==> src/rtl/ham1511_scrub_ctrl_if.sv <==
// ham1511_scrub_ctrl_if: memory-port request/grant bus between scrubber and arbiter.
`timescale 1ns/1ps
interface ham1511_scrub_ctrl_if #(
    parameter int ADDR_W = 8
);
    logic              mem_req;
    logic              mem_we;
    logic              mem_grant;
    logic [ADDR_W-1:0] mem_addr;
    logic [14:0]       mem_wdata;
    logic [14:0]       mem_rdata;

    modport master (
        output mem_req, mem_we, mem_addr, mem_wdata,
        input  mem_grant, mem_rdata
    );

    modport slave (
        input  mem_req, mem_we, mem_addr, mem_wdata,
        output mem_grant, mem_rdata
    );
endinterface

==> src/rtl/ham1511_scrub_ctrl.sv <==
// ham1511_scrub_ctrl: background scrubber for Hamming(15,11) memory, writes back corrected words.
// Optional error-location log enabled by defining SCRUB_ERR_LOG_EN.
`timescale 1ns/1ps
module ham1511_scrub_ctrl #(
    parameter int ADDR_W   = 8,
    parameter int INTERVAL = 1024,
    parameter int CNT_W    = 16
) (
    input  logic                  clk,
    input  logic                  rst_n,
    ham1511_scrub_ctrl_if.master  mem,
    input  logic                  enable_i,
    output logic [14:0]           dec_cw_o,
    input  logic [10:0]           dec_data_i,
    input  logic [3:0]            dec_syn_i,
    output logic [10:0]           enc_data_o,
    input  logic [14:0]           enc_cw_i,
    output logic                  busy_o,
    output logic                  pass_done_o,
    output logic [CNT_W-1:0]      corr_cnt_o
`ifdef SCRUB_ERR_LOG_EN
   ,output logic [ADDR_W-1:0]     err_addr_o,
    output logic [3:0]            err_syn_o,
    output logic                  err_valid_o
`endif
);
    localparam int CW = (INTERVAL > 1) ? $clog2(INTERVAL) : 1;

    typedef enum logic [2:0] {IDLE, WAIT, RD_REQ, RD_DATA, CHECK, WR_REQ, NEXT} state_t;

    state_t            state_q, state_d;
    logic [ADDR_W-1:0] addr_q, addr_d;
    logic [CW-1:0]     cnt_q, cnt_d;
    logic [14:0]       cw_q, cw_d;
    logic [10:0]       enc_q, enc_d;
    logic [CNT_W-1:0]  corr_q, corr_d;

    always_ff @(posedge clk or negedge rst_n) begin
        if (!rst_n) begin
            state_q <= IDLE;
            addr_q  <= '0;
            cnt_q   <= '0;
            cw_q    <= '0;
            enc_q   <= '0;
            corr_q  <= '0;
        end else begin
            state_q <= state_d;
            addr_q  <= addr_d;
            cnt_q   <= cnt_d;
            cw_q    <= cw_d;
            enc_q   <= enc_d;
            corr_q  <= corr_d;
        end
    end

    always_comb begin
        state_d = state_q;
        addr_d  = addr_q;
        cnt_d   = cnt_q;
        cw_d    = cw_q;
        enc_d   = enc_q;
        corr_d  = corr_q;
        case (state_q)
            IDLE: begin
                if (enable_i) begin
                    cnt_d   = CW'(INTERVAL - 1);
                    state_d = WAIT;
                end
            end
            WAIT: begin
                if (!enable_i)
                    state_d = IDLE;
                else if (cnt_q == '0)
                    state_d = RD_REQ;
                else
                    cnt_d = cnt_q - 1'b1;
            end
            RD_REQ:  state_d = mem.mem_grant ? RD_DATA : RD_REQ;
            RD_DATA: begin
                cw_d    = mem.mem_rdata;
                state_d = CHECK;
            end
            CHECK: begin
                // every non-zero syndrome is a correctable single-bit error at (15,11)
                if (dec_syn_i != 4'd0) begin
                    enc_d   = dec_data_i;
                    corr_d  = (&corr_q) ? corr_q : corr_q + 1'b1;
                    state_d = WR_REQ;
                end else begin
                    state_d = NEXT;
                end
            end
            WR_REQ:  state_d = mem.mem_grant ? NEXT : WR_REQ;
            NEXT: begin
                addr_d  = addr_q + 1'b1;
                cnt_d   = CW'(INTERVAL - 1);
                state_d = enable_i ? WAIT : IDLE;
            end
            default: state_d = IDLE;
        endcase
    end

    assign mem.mem_req   = (state_q == RD_REQ) || (state_q == WR_REQ);
    assign mem.mem_we    = (state_q == WR_REQ);
    assign mem.mem_addr  = addr_q;
    assign mem.mem_wdata = (state_q == WR_REQ) ? enc_cw_i : 15'd0;
    assign dec_cw_o      = cw_q;
    assign enc_data_o    = enc_q;
    assign busy_o        = (state_q != IDLE) && (state_q != WAIT);
    assign pass_done_o   = (state_q == NEXT) && (&addr_q);
    assign corr_cnt_o    = corr_q;

`ifdef SCRUB_ERR_LOG_EN
    logic [ADDR_W-1:0] err_addr_q;
    logic [3:0]        err_syn_q;
    logic              err_valid_q;

    always_ff @(posedge clk or negedge rst_n) begin
        if (!rst_n) begin
            err_addr_q  <= '0;
            err_syn_q   <= '0;
            err_valid_q <= 1'b0;
        end else if (state_q == CHECK && dec_syn_i != 4'd0) begin
            err_addr_q  <= addr_q;
            err_syn_q   <= dec_syn_i;
            err_valid_q <= 1'b1;
        end
    end

    assign err_addr_o  = err_addr_q;
    assign err_syn_o   = err_syn_q;
    assign err_valid_o = err_valid_q;
`endif
endmodule

==> src/flat_wrapper.sv <==
// flat-port wrapper written by rule: the top's interface ports become plain ports
module ham1511_scrub_ctrl_flat 
#(
    parameter int ADDR_W   = 8,
    parameter int INTERVAL = 1024,
    parameter int CNT_W    = 16
)
  (clk, rst_n, enable_i, dec_cw_o, dec_data_i, dec_syn_i, enc_data_o, enc_cw_i, busy_o, pass_done_o, corr_cnt_o, mem_mem_req, mem_mem_we, mem_mem_addr, mem_mem_wdata, mem_mem_grant, mem_mem_rdata);
  ham1511_scrub_ctrl_if #(.ADDR_W(ADDR_W)) mem_i ();
  input  logic clk;
  input  logic rst_n;
  input  logic enable_i;
  output logic [14:0] dec_cw_o;
  input  logic [10:0] dec_data_i;
  input  logic [3:0] dec_syn_i;
  output logic [10:0] enc_data_o;
  input  logic [14:0] enc_cw_i;
  output logic busy_o;
  output logic pass_done_o;
  output logic [CNT_W-1:0] corr_cnt_o;
  output wire logic [$bits(mem_i.mem_req)-1:0] mem_mem_req;
  output wire logic [$bits(mem_i.mem_we)-1:0] mem_mem_we;
  output wire logic [$bits(mem_i.mem_addr)-1:0] mem_mem_addr;
  output wire logic [$bits(mem_i.mem_wdata)-1:0] mem_mem_wdata;
  input wire logic [$bits(mem_i.mem_grant)-1:0] mem_mem_grant;
  input wire logic [$bits(mem_i.mem_rdata)-1:0] mem_mem_rdata;
  assign mem_mem_req = mem_i.mem_req;
  assign mem_mem_we = mem_i.mem_we;
  assign mem_mem_addr = mem_i.mem_addr;
  assign mem_mem_wdata = mem_i.mem_wdata;
  assign mem_i.mem_grant = mem_mem_grant;
  assign mem_i.mem_rdata = mem_mem_rdata;
  ham1511_scrub_ctrl #(.ADDR_W(ADDR_W), .INTERVAL(INTERVAL), .CNT_W(CNT_W)) u_core (.clk(clk), .rst_n(rst_n), .mem(mem_i), .enable_i(enable_i), .dec_cw_o(dec_cw_o), .dec_data_i(dec_data_i), .dec_syn_i(dec_syn_i), .enc_data_o(enc_data_o), .enc_cw_i(enc_cw_i), .busy_o(busy_o), .pass_done_o(pass_done_o), .corr_cnt_o(corr_cnt_o));
endmodule
==> config.mk <==
export PLATFORM = sky130hd
export DESIGN_NAME = ham1511_scrub_ctrl_flat
export DESIGN_NICKNAME = d
export VERILOG_FILES = /design/src/rtl/ham1511_scrub_ctrl_if.sv /design/src/rtl/ham1511_scrub_ctrl.sv /design/src/flat_wrapper.sv
export SDC_FILE = /design/constraint.sdc
export NUM_CORES = 1
export LEC_CHECK = 0
export BUFFER_PORTS_ARGS = -buffer_cell sky130_fd_sc_hd__buf_2
export CORE_ASPECT_RATIO = 1.1
export CORE_MARGIN = 4
export CORE_UTILIZATION = 31
export DETAILED_ROUTE_END_ITERATION = 10
export SYNTH_ARGS = -nofsm -noshare
export SYNTH_HDL_FRONTEND = slang
export SYNTH_SLANG_ARGS = --single-unit
==> constraint.sdc <==
create_clock -name clk -period 4.85 [get_ports clk]
set_clock_uncertainty 0.05 [all_clocks]
set_input_delay 0.485 -clock clk [delete_from_list [all_inputs] [get_ports clk]]
set_output_delay 0.485 -clock clk [all_outputs]
set_load 0.02 [all_outputs]
# == Word-level counts from Yosys, hierarchy flattened ==
# Index checks and enable logic that the tools add are counted.
# W data, S select, Z words.
# totals
register_bits,63
input_bits,49
output_inout_bits,69
wordCells,48
# op_classes
addsub,3
n_eq_ne,11
muxes,13
bitwise_logic,1
reduce_logical,14
# op_table
op,count
$mux W10,3
$pmux W10 S3,1
$pmux W3 S7,1
$add A16 B1 Y16 const B,1
$reduce_and A16 Y1,1
$mux W15,1
$logic_not A10 Y1,1
$sub A10 B1 Y10 const B,1
$eq A3 B3 Y1 const B,3
$mux W3,3
$add A8 B1 Y8 const B,1
$reduce_and A8 Y1,1
$eq A3 B2 Y1 const B,2
$ne A2 B2 Y1 const B,3
$reduce_bool A3 Y1,2
$mux W2,2
$reduce_and A2 Y1,2
$reduce_and A4 Y1,1
$reduce_bool A4 Y1,1
$eq A3 B1 Y1 const B,1
$logic_not A3 Y1,1
$ne A3 B1 Y1 const B,1
$ne A3 B2 Y1 const B,1
$reduce_and A3 Y1,1
4 further kinds,6

# == Depth between registers and ports, before layout ==
# logic_depth
word_depth,4
depth_mapped,7
depth_no_buf,7

# == Worst setup path after synthesis ==
# Ideal clock, no wire load.
# synth_timing
path_kind,register to output
start,register u_core.state_q[0]
end,output port mem_mem_wdata[10]
arrival_ps,1427
required_time_ps,4315
slack_ps,2888
path_stages_with_launch,6
path_cell_list,dfrtp_1 -> buf_6 -> inv_1 -> nor2_1 -> clkbuf_1 -> and2_1
# synth_between
elab_chain_len,2
# synth_rtl
element,line,rtl
start: declaration,ham1511_scrub_ctrl.sv:31,"state_t state_q, state_d;"
start signal: assignment,ham1511_scrub_ctrl.sv:47,state_q <= state_d;
$eq A3 B3 Y1,n/a,
net mem_mem_we,flat_wrapper.sv:22,output wire logic [$bits(mem_i.mem_we)-1:0] mem_mem_we;
$mux W15,ham1511_scrub_ctrl.sv:106,assign mem.mem_wdata = (state_q == WR_REQ) ? enc_cw_i : 15'd0;
end: declaration,flat_wrapper.sv:24,output wire logic [$bits(mem_i.mem_wdata)-1:0] mem_mem_wdata;
# The timed path passes the listed nets, and every way through them passes these cells.

# == Worst setup path after layout ==
# layout_timing
start,register u_core.state_q[1]
end,output port mem_mem_wdata[6]
# layout_between
elab_chain_len,2
# layout_rtl
element,line
$eq A3 B3 Y1,ham1511_scrub_ctrl.sv:106
$mux W15,ham1511_scrub_ctrl.sv:106
# No other way between the ends.

==> results_dict.tcl <==
set metrics [dict create \
    ys_seq_elements 63 \
    fmax_mhz 391.4 \
    synthMuxAreaShare_pct 7.514 \
    yosysMostFrequentCell "dfrtp_1" \
    drc_errors 0 \
    worst_slack_ns 2.295 \
    regArea_um2 1577 \
    ys_async_sr_fraction_pct 100.0 \
    required_ns 4.32 \
    critPathMaxStageDelay_ns 0.60 \
    antenna_found_initial 0 \
    die-area_um2 11190 \
    ys_warn_count 0 \
    synth_top_cell_by_area "dfrtp_1" \
    synthToLayoutAreaGrowth_pct 28.70 \
    dpl.hpwl_um 4964 \
    port_buffers 117 \
    arrival_ns 2.02 \
    grt_pass1_vias 2348 \
    synth_top_area_share_pct 53.19 \
    path_max_fanout 17 \
    fin_crit_ns 2.555 \
    rsz0062_at_grt "false" \
    slew_violations 0 \
    finalHoldWorstSlack_ns 0.2501 \
    synth_top_flop_cell "dfrtp_1" \
    leakagePower_nw 1.868 \
    start_kind "flop" \
    power_density_nw_per_um2 523.7 \
    postCtsHoldBufs 0 \
    avgViaCountPerCell 4.602 \
    dieHeight_um 110.6 \
    drt-initial-drc-count 70 \
    final.setup.tns_ns 0 \
    nets 445 \
    setup.worst_path.end_class "output port" \
    dieWidth_um 101.2 \
    synth_compound_area_share_pct 4.390 \
    design_area_um2 3815 \
    coreArea_um2 9351 \
    htreeDepth 3 \
    worstPathCellList "nand2b_4 -> nor2_1 -> and2_1 -> buf_2" \
    cpMaxStageDelayCell "nor2_1" \
    detail-route-antenna-nets 0 \
    vias 2370 \
    synth_common_cells "dfrtp_1 (63), nand2_1 (52), xnor2_1 (19), mux2_2 (18), and2_1 (15)" \
    grt_pass1_wl_um 10980 \
    grt_usage_pct 12.08 \
    cts_setup_buffers 0 \
    syn_inst 273 \
    peakVddDrop_mv 0.2961 \
    syn-num-nets 325 \
    hold_path_class "in2async" \
    seq_area_frac_synth_pct 53.19 \
    tritoncts "yes" \
    clk_pin_slew_worst_paths_ns 0.07 \
    clock_latency_ns 0.33 \
    wirelength_um 6613 \
    cts_sinks 63 \
    netlist_area_um2 2964 \
    synth_area_leaders "dfrtp_1 (53%), mux2_2 (6.8%), nand2_1 (6.6%)" \
    cts_buffers 9 \
    grt_max_degree 64 \
    clockBufferDepth 2 \
    grt-ovfl-total 0 \
    avgRoutedWirePerCell_um 12.84 \
    diodes 0 \
    start_util_pct 31.70 \
    num-fill-cells 913 \
    place.gp.congestion 0.7814 \
    setup_violations 0 \
    placed_cell_area_um2 3643 \
    synth-simple-area-share_pct 22.33 \
    pin_count 118 \
    min_period_over_period_pct 52.68 \
    dr.pass1.iters 4 \
    outcome "completed" \
    maxCapViolCount 0 \
    multi_input_area_um2 1297 \
    post_cts_resized 0 \
    fp-row-count 37 \
    path_class "reg2out" \
    clockRootBuffer "clkbuf_8" \
    tightest_slew_ns 0.7902 \
    synth_edf_count 0 \
    relSlewSlack_pct 47.32 \
    synth_top_family_by_area "simple AND/OR/NAND/NOR gates" \
    finalHoldViolCount 0 \
    drive_above_1_share_pct 41.21 \
    ys_types 42 \
    synth_xor_area_share_pct 8.274 \
    synth.avg_cell_area_um2 10.86 \
    synth_fa_ha_area_share_pct 1.266 \
    pre_cts_ws_ns 2.661 \
]
layer usage:
layer / vias up / part of all wire [%] / GRT usage [%]
li1: 1169 / - / -
met1: 1093 / 43 / 14.92
met3: 9 / 8.6 / 4.106
met4: 0 / 1.3 / 3.723
met2: 99 / 48 / 19.68
met5: - / 0 / 0
per-stage QoR:
stage | utilization, % | total power [mW] | instances
CTS | 40.79 | 2.034 | 515
finish | 40.79 | 1.998 | 515
floorplan | - | 1.373 | 273
detailed placement | 38.96 | 1.631 | 499
global placement | 38.96 | 1.614 | 499
global route | 40.79 | 2.143 | 515
cells by family after synthesis:
family | after synthesis
AND/OR/NAND/NOR | 124
flip-flops | 63
XOR/XNOR | 28
multiplexers | 20
AO/OA/AOI/OAI | 18
buffers and inverters | 17
adder cells (fa/ha/maj) | 3
cell type report:
class / count / share of cell area [%]
Tap cell: 117 / 3.837
Inverter: 8 / 0.7871
Sequential cell: 63 / 41.32
Timing Repair Buffer: 118 / 15.55
Multi-Input combinational cell: 193 / 34.01
Clock buffer: 9 / 3.247
Clock inverter: 7 / 1.246
sequential cells by signal, indices dropped and copies added (netlist names):
register and flops:
u_core.cnt_q 10, u_core.mem.mem_addr 8, u_core.enc_data_o 11, u_core.state_q 3
u_core.dec_cw_o 15, u_core.corr_cnt_o 16
final timing paths:
path	cells after the start	slack (ns)	start	to
setup / recovery	4	2.29	u_core.state_q[1]$_DFFE_PN0P_	mem_mem_wdata[6]
hold / removal	2	0.25	rst_n	u_core.corr_cnt_o[4]$_DFFE_PN0P_
setup reg to reg	4	2.76	u_core.state_q[1]$_DFFE_PN0P_	u_core.corr_cnt_o[1]$_DFFE_PN0P_
hold reg to reg	2	0.42	u_core.enc_data_o[10]$_DFFE_PN0P_	u_core.enc_data_o[10]$_DFFE_PN0P_
max in group asynchronous	2	3.95	rst_n	u_core.cnt_q[1]$_DFFE_PN0P_
min in group clk	3	0.29	dec_data_i[1]	u_core.enc_data_o[1]$_DFFE_PN0P_
placed cells by master (no fill, tap or decap), types with 2 or more instances in the layout:
| cell | n |
|---|---|
| xnor2_1 | 19 |
| mux2_2 | 18 |
| nor4_1 | 3 |
| nand4_1 | 10 |
| buf_2 | 117 |
| mux2i_1 | 2 |
| nor3_2 | 2 |
| a21oi_1 | 8 |
| ha_1 | 3 |
| clkinv_2 | 3 |
| nor3_1 | 3 |
| clkbuf_8 | 9 |
| nand2_1 | 52 |
| nand3b_1 | 3 |
| a41oi_1 | 2 |
| and2_1 | 15 |
| clkinvlp_4 | 2 |
| and3_1 | 4 |
| xor2_1 | 9 |
| inv_1 | 8 |
| nand3_1 | 9 |
| and4_1 | 2 |
| o21ai_0 | 2 |
| dfrtp_1 | 63 |
| nor2_1 | 9 |
power by group:
| group | switching (mW) | internal (mW) | leakage, nW |
|---|---|---|---|
| registers | 0.130 | 0.690 | 0.750 |
| clock network | 0.207 | 0.185 | 0.0854 |
| logic | 0.474 | 0.312 | 1.03 |
| total | 0.811 | 1.19 | 1.87 |
worst max-delay path: cells and delay by family, from the launching register on:
kind,cells,cell delay [ns]
buffers and inverters,1,0.16
and+or+nand+nor,3,1.04
DFF,1,0.50
No activity file was read; power rests on OpenSTA's default activity.
